==> src/rtl/matrix_add_driver_if.sv <==
// Host-side stream bundle for matrix_add_driver: operand bytes in, result words out.
interface matrix_add_driver_if #(
  parameter int IN_W  = 8,
  parameter int OUT_W = 16
);
  logic             in_valid;
  logic             in_ready;
  logic [IN_W-1:0]  in_data;
  logic             out_valid;
  logic             out_ready;
  logic [OUT_W-1:0] out_data;
  logic             out_last;

  modport master (
    output in_valid, in_data, out_ready,
    input  in_ready, out_valid, out_data, out_last
  );

  modport slave (
    input  in_valid, in_data, out_ready,
    output in_ready, out_valid, out_data, out_last
  );
endinterface

==> src/rtl/matrix_add_driver.sv <==
// Front end for the matrix_addition engine: unpacks a byte stream into A/B,
// runs one start/done handshake, then streams the snapshotted result row-major.
module matrix_add_driver #(
  parameter int DIM       = 4,
  parameter int IN_W      = 8,
  parameter int OUT_W     = 16,
  parameter int DONE_WAIT = 24
) (
  input  logic                              clk,
  input  logic                              rst,
  matrix_add_driver_if.slave                io,
  output logic [DIM-1:0][DIM-1:0][IN_W-1:0] mat_a,
  output logic [DIM-1:0][DIM-1:0][IN_W-1:0] mat_b,
  output logic                              add_start,
  input  logic                              add_done,
  input  logic [DIM-1:0][DIM-1:0][OUT_W-1:0] mat_c,
  output logic                              busy
);
  localparam int N      = DIM * DIM;
  localparam int IDX_W  = $clog2(N);
  localparam int K_W    = IDX_W + 1;
  localparam int WAIT_W = $clog2(DONE_WAIT);

  localparam logic [K_W-1:0]    K_LAST = K_W'(2 * N - 1);
  localparam logic [IDX_W-1:0]  M_LAST = IDX_W'(N - 1);
  localparam logic [WAIT_W-1:0] W_LAST = WAIT_W'(DONE_WAIT - 1);

  localparam logic [1:0] S_LOAD  = 2'd0;
  localparam logic [1:0] S_START = 2'd1;
  localparam logic [1:0] S_WAIT  = 2'd2;
  localparam logic [1:0] S_DRAIN = 2'd3;

  logic [1:0]              state;
  logic [K_W-1:0]          k;
  logic [IDX_W-1:0]        m;
  logic [IDX_W-1:0]        m_next;
  logic [WAIT_W-1:0]       wait_cnt;
  logic                    done_was_high;
  logic                    complete;
  logic [N-1:0][IN_W-1:0]  a_flat;
  logic [N-1:0][IN_W-1:0]  b_flat;
  logic [N-1:0][OUT_W-1:0] c_flat;
  logic [N-1:0][OUT_W-1:0] res_buf;

  // Flat row-major views line up bit-for-bit with the [row][col] packed ports.
  assign mat_a  = a_flat;
  assign mat_b  = b_flat;
  assign c_flat = mat_c;

  assign io.in_ready = (state == S_LOAD) && !rst;
  assign add_start   = (state == S_START);
  assign busy        = (state != S_LOAD);
  assign m_next      = m + IDX_W'(1);

  // A done that was already high at start is stale, so fall back to a fixed wait.
  assign complete = done_was_high ? (wait_cnt == W_LAST) : add_done;

  always_ff @(posedge clk) begin
    if (rst) begin
      state         <= S_LOAD;
      k             <= '0;
      m             <= '0;
      wait_cnt      <= '0;
      done_was_high <= 1'b0;
      a_flat        <= '0;
      b_flat        <= '0;
      res_buf       <= '0;
      io.out_valid  <= 1'b0;
      io.out_data   <= '0;
      io.out_last   <= 1'b0;
    end else begin
      case (state)
        S_LOAD: begin
          if (io.in_valid) begin
            if (!k[K_W-1]) a_flat[k[IDX_W-1:0]] <= io.in_data;
            else           b_flat[k[IDX_W-1:0]] <= io.in_data;
            if (k == K_LAST) begin
              k     <= '0;
              state <= S_START;
            end else begin
              k <= k + K_W'(1);
            end
          end
        end
        S_START: begin
          done_was_high <= add_done;
          wait_cnt      <= '0;
          state         <= S_WAIT;
        end
        S_WAIT: begin
          if (complete) begin
            res_buf      <= c_flat;
            wait_cnt     <= '0;
            m            <= '0;
            io.out_valid <= 1'b1;
            io.out_data  <= c_flat[0];
            io.out_last  <= 1'b0;
            state        <= S_DRAIN;
          end else if (done_was_high) begin
            wait_cnt <= wait_cnt + WAIT_W'(1);
          end
        end
        default: begin
          if (io.out_ready) begin
            if (m == M_LAST) begin
              m            <= '0;
              io.out_valid <= 1'b0;
              io.out_data  <= '0;
              io.out_last  <= 1'b0;
              state        <= S_LOAD;
            end else begin
              m           <= m_next;
              io.out_data <= res_buf[m_next];
              io.out_last <= (m_next == M_LAST);
            end
          end
        end
      endcase
    end
  end
endmodule

==> src/flat_wrapper.sv <==
// flat-port wrapper written by rule: the top's interface ports become plain ports
module matrix_add_driver_flat 
#(
  parameter int DIM       = 4,
  parameter int IN_W      = 8,
  parameter int OUT_W     = 16,
  parameter int DONE_WAIT = 24
)
  (clk, rst, mat_a, mat_b, add_start, add_done, mat_c, busy, io_in_valid, io_in_data, io_out_ready, io_in_ready, io_out_valid, io_out_data, io_out_last);
  matrix_add_driver_if #(.IN_W(IN_W), .OUT_W(OUT_W)) io_i ();
  input  logic clk;
  input  logic rst;
  output logic [DIM-1:0][DIM-1:0][IN_W-1:0] mat_a;
  output logic [DIM-1:0][DIM-1:0][IN_W-1:0] mat_b;
  output logic add_start;
  input  logic add_done;
  input  logic [DIM-1:0][DIM-1:0][OUT_W-1:0] mat_c;
  output logic busy;
  input wire logic [$bits(io_i.in_valid)-1:0] io_in_valid;
  input wire logic [$bits(io_i.in_data)-1:0] io_in_data;
  input wire logic [$bits(io_i.out_ready)-1:0] io_out_ready;
  output wire logic [$bits(io_i.in_ready)-1:0] io_in_ready;
  output wire logic [$bits(io_i.out_valid)-1:0] io_out_valid;
  output wire logic [$bits(io_i.out_data)-1:0] io_out_data;
  output wire logic [$bits(io_i.out_last)-1:0] io_out_last;
  assign io_i.in_valid = io_in_valid;
  assign io_i.in_data = io_in_data;
  assign io_i.out_ready = io_out_ready;
  assign io_in_ready = io_i.in_ready;
  assign io_out_valid = io_i.out_valid;
  assign io_out_data = io_i.out_data;
  assign io_out_last = io_i.out_last;
  matrix_add_driver #(.DIM(DIM), .IN_W(IN_W), .OUT_W(OUT_W), .DONE_WAIT(DONE_WAIT)) u_core (.clk(clk), .rst(rst), .io(io_i), .mat_a(mat_a), .mat_b(mat_b), .add_start(add_start), .add_done(add_done), .mat_c(mat_c), .busy(busy));
endmodule
==> config.mk <==
export PLATFORM = sky130hd
export DESIGN_NAME = matrix_add_driver_flat
export DESIGN_NICKNAME = d
export VERILOG_FILES = /design/src/rtl/matrix_add_driver_if.sv /design/src/rtl/matrix_add_driver.sv /design/src/flat_wrapper.sv
export SDC_FILE = /design/constraint.sdc
export NUM_CORES = 1
export LEC_CHECK = 0
export CAP_MARGIN = 20
export CORE_UTILIZATION = 50
export DETAILED_ROUTE_END_ITERATION = 6
export PLACE_DENSITY_LB_ADDON = 0.25
export SLEW_MARGIN = 25
export SYNTH_ARGS = -nofsm -noshare
export SYNTH_HDL_FRONTEND = slang
export SYNTH_SLANG_ARGS = --single-unit
==> constraint.sdc <==
create_clock -name clk -period 7.6 [get_ports clk]
set_input_delay 1.52 -clock clk [delete_from_list [all_inputs] [get_ports clk]]
set_output_delay 1.52 -clock clk [all_outputs]
set_load 0.02 [all_outputs]
==> key figures <==
STA
  – Final setup skew: 0.0142 ns
  – Max-slew violations: 0
  – Slew HR: 33.1%
  – Final min period: 4.14 ns
  – Final setup viols: 0
  – RSZ-0062 raised after global routing: false
  – Worst slew pin tran: 1.00 ns
  – Final cycle utilization of the critical path: 54.4%
  – Setup total negative slack: 0 ns
  – Final Hold Fails: 0
  – Max Freq: 0.242 GHz

Clock network
  – Clk slew on worst S/H paths: 0.06 ns
  – Worst-Skew Late Latency: 0.61 ns
  – Hold bufs inserted after CTS: 0
  – Post-CTS resize count: 0
  – Root Driver: clkbuf_16
  – Clock sink total: 547
  – Num CTS Buffers: 57
  – CTS tree: done
  – H-tree depth: 2
  – CTS max path bufs: 3
  – Post-CTS Setup Bufs: 0

Die
  – CORE AREA: 0.0431 mm^2
  – Full die area: 0.0446 mm^2
  – Ports: 546
  – Initial Utilization: 50.8%
  – Die height: 211 um
  – Floorplan row count: 76
  – Die W: 211 um

Setup path
  – Worst-path fanout max: 76
  – Worst setup EP type: output pin
  – Critical Path AT: 2.62 ns
  – Worst Setup Path Type: input port to output pin
  – Reg-to-Reg Start: u_core.m[0]
  – CP startpoint kind: input port
  – Required @ worst endpoint: 6.08 ns
  – Setup crit start: rst

Worst hold path
  – Hold Crit Start: u_core.res_buf[158]
  – Hold Crit Class: register to register

Placed design
  – Routability Congestion: 0.922
  – Placed Cells: 3445
  – Placed cell area: 0.0274 mm^2
  – Post-DP HPWL: 48100 um
  – I/O Buffers: 545

Routing
  – Final wirelength: 72200 um
  – First-pass iteration count of the detailed router: 5
  – Vias after detailed routing: 19900
  – Vias per cell: 5.58
  – Post-route ant nets: 0
  – 1st-iter DRT viols: 1733
  – Residual DRC: 0
  – DR WL/cell: 20.3 um

Yosys
  – Syn_area_per_cell: 8.76 um^2
  – Synthesized instance count: 2498
  – YS warnings: 0
  – #FFs+latches synth: 547
  – Sequential fraction of the synthesis area: 50.0%
  – Synthesized cell area: 0.0219 mm^2
  – Syn nets: 2779
  – Synth unique cells: 49

Layout
  – Fill cell count: 3360
  – Area Overhead vs Synth: 34.4%
  – Fin area: 0.0294 mm^2
  – Nets@finish: 3202
  – Layout cells sized above 1: 7.37%
  – Post-Layout Cell Count: 3566

Global routing
  – First-pass GRT wire length: 110000 um
  – Vias in the first global route: 19500
  – Total GRT Usage: 31.5%
  – Largest net degree at the start of global routing: 257
  – Overflow after GRT: 0
  – Initial antenna violation count: 10

Power
  – Power Dens Cells: 205 mW/mm^2
  – Pleak: 10.1 nW
  – Total power: 6.02 mW
  – VDD IR max: 0.203 mV

Run status
  – Status: finished clean

Run
  – Max cap viols: 0
[cell families (layout without fill, tap and decap cells)]
kind of cell               Yosys count  in the layout  synth area share [%]
xor gates and xnor gates             5              5                 0.234
AOI/OAI and AO/OA                  627            627                  14.8
muxes                              211            211                  13.4
other                                0             11                     0
and+or+nand+nor                    884            884                  16.4
adders and majority gates           12             12                 0.686
buffers and inverters              212            684                  4.45
DFF                                547            547                  50.0
[cell usage after synthesis (all sizes together)]
cell type	number	area share, %
a21boi	2	0.069
a21o	3	0.10
a21oi	428	9.8
a221oi	1	0.040
a31oi	5	0.14
and2	1	0.029
and3	3	0.086
and3b	1	0.040
and4b	1	0.046
buf	84	2.3
clkbuf	120	2.1
dfxtp	547	50
ha	12	0.69
inv	8	0.14
mux2i	147	6.8
mux4	64	6.6
nand2	670	12
nand2b	4	0.11
nand3	9	0.43
nand3b	4	0.25
nand4	5	0.14
nor2	170	3.1
nor2b	1	0.029
nor3	7	0.37
nor3b	1	0.034
nor4b	2	0.080
o2111ai	1	0.040
o21ai	169	3.9
o22a	16	0.64
o22ai	1	0.029
o2bb2ai	1	0.040
or2	1	0.029
or3	3	0.086
or4	1	0.034
xnor2	1	0.074
xor2	4	0.16
[cell usage in the layout (no fill, tap or decap), types with 11 or more instances in the layout]
| cell | instances |
|---|---|
| nand2_1 | 667 |
| dfxtp_1 | 546 |
| clkdlybuf4s50_1 | 544 |
| a21oi_1 | 427 |
| o21ai_0 | 168 |
| nor2_1 | 164 |
| mux2i_1 | 146 |
| mux4_2 | 64 |
| clkbuf_16 | 59 |
| clkinv_2 | 21 |
| buf_4 | 17 |
| o22a_1 | 16 |
| diode_2 | 11 |
| ha_1 | 11 |
[layout make-up]
cell class              count  area (um^2)  area share, %
diodes                     11         27.5         0.0936
multi-input cells        1739        10000           34.1
inverters                   8         30.0          0.102
clock buffers              76         1640           5.58
repair buffers            568         5720           19.5
clock inverters            32          283          0.962
flip-flops and latches    547        11000           37.2
well taps                 585          732           2.49
[worst max-delay path, stage by stage]
cell and delay, ns:
buf_8 0.36, nor2_1 0.10, clkdlybuf4s50_1 0.56
[power breakdown]
part | total, mW | leakage [nW] | internal [mW] | switching (mW)
sequential | 2.88 | 4.41 | 2.87 | 0.00524
combinational | 0.297 | 4.69 | 0.155 | 0.143
clock | 2.84 | 0.964 | 1.65 | 1.19
total | 6.02 | 10.1 | 4.68 | 1.33
[registers in the layout, summed over array words and instances, names as in the netlist, 2 cells and up]
register,cells
u_core.wait_cnt,5
u_core.mat_a,128
u_core.res_buf,256
u_core.state,2
u_core.mat_b,128
u_core.k,5
u_core.io.out_data,16
u_core.m,4
[routing by layer]
| layer | global-route usage (%) | part of all wire, % | routed length [um] | up-vias |
|---|---|---|---|---|
| li1 | - | - | - | 9315 |
| met1 | 36.7 | 37 | 27100 | 9609 |
| met2 | 52.9 | 48 | 35000 | 821 |
| met3 | 9.29 | 9.7 | 7040 | 154 |
| met4 | 15.5 | 4.3 | 3110 | 2 |
| met5 | 0 | 0.019 | 14 | - |
[per-stage QoR]
| step | hold WS (ns) | utilization [%] | setup slack (ns) |
|---|---|---|---|
| final | 0.452 | 68.3 | 3.46 |
| after global routing | 0.472 | 68.2 | 3.43 |
| after CTS | 0.454 | 68.0 | 3.49 |
| after detailed placement | 0.446 | 63.6 | 3.46 |
| after global placement | 0.439 | 63.5 | 3.48 |
| after floorplan | 0.433 | - | 3.61 |
[worst paths after layout]
path,to,slack [ns],cells past startpoint
worst max-delay path,io_in_ready,3.46,3
worst min-delay path,u_core.res_buf[158],0.45,2
worst max register to register,u_core.io.out_data[3],3.74,7
worst min register to register,u_core.res_buf[158],0.45,2
Note: power is estimated with default switching activity, not from simulation.
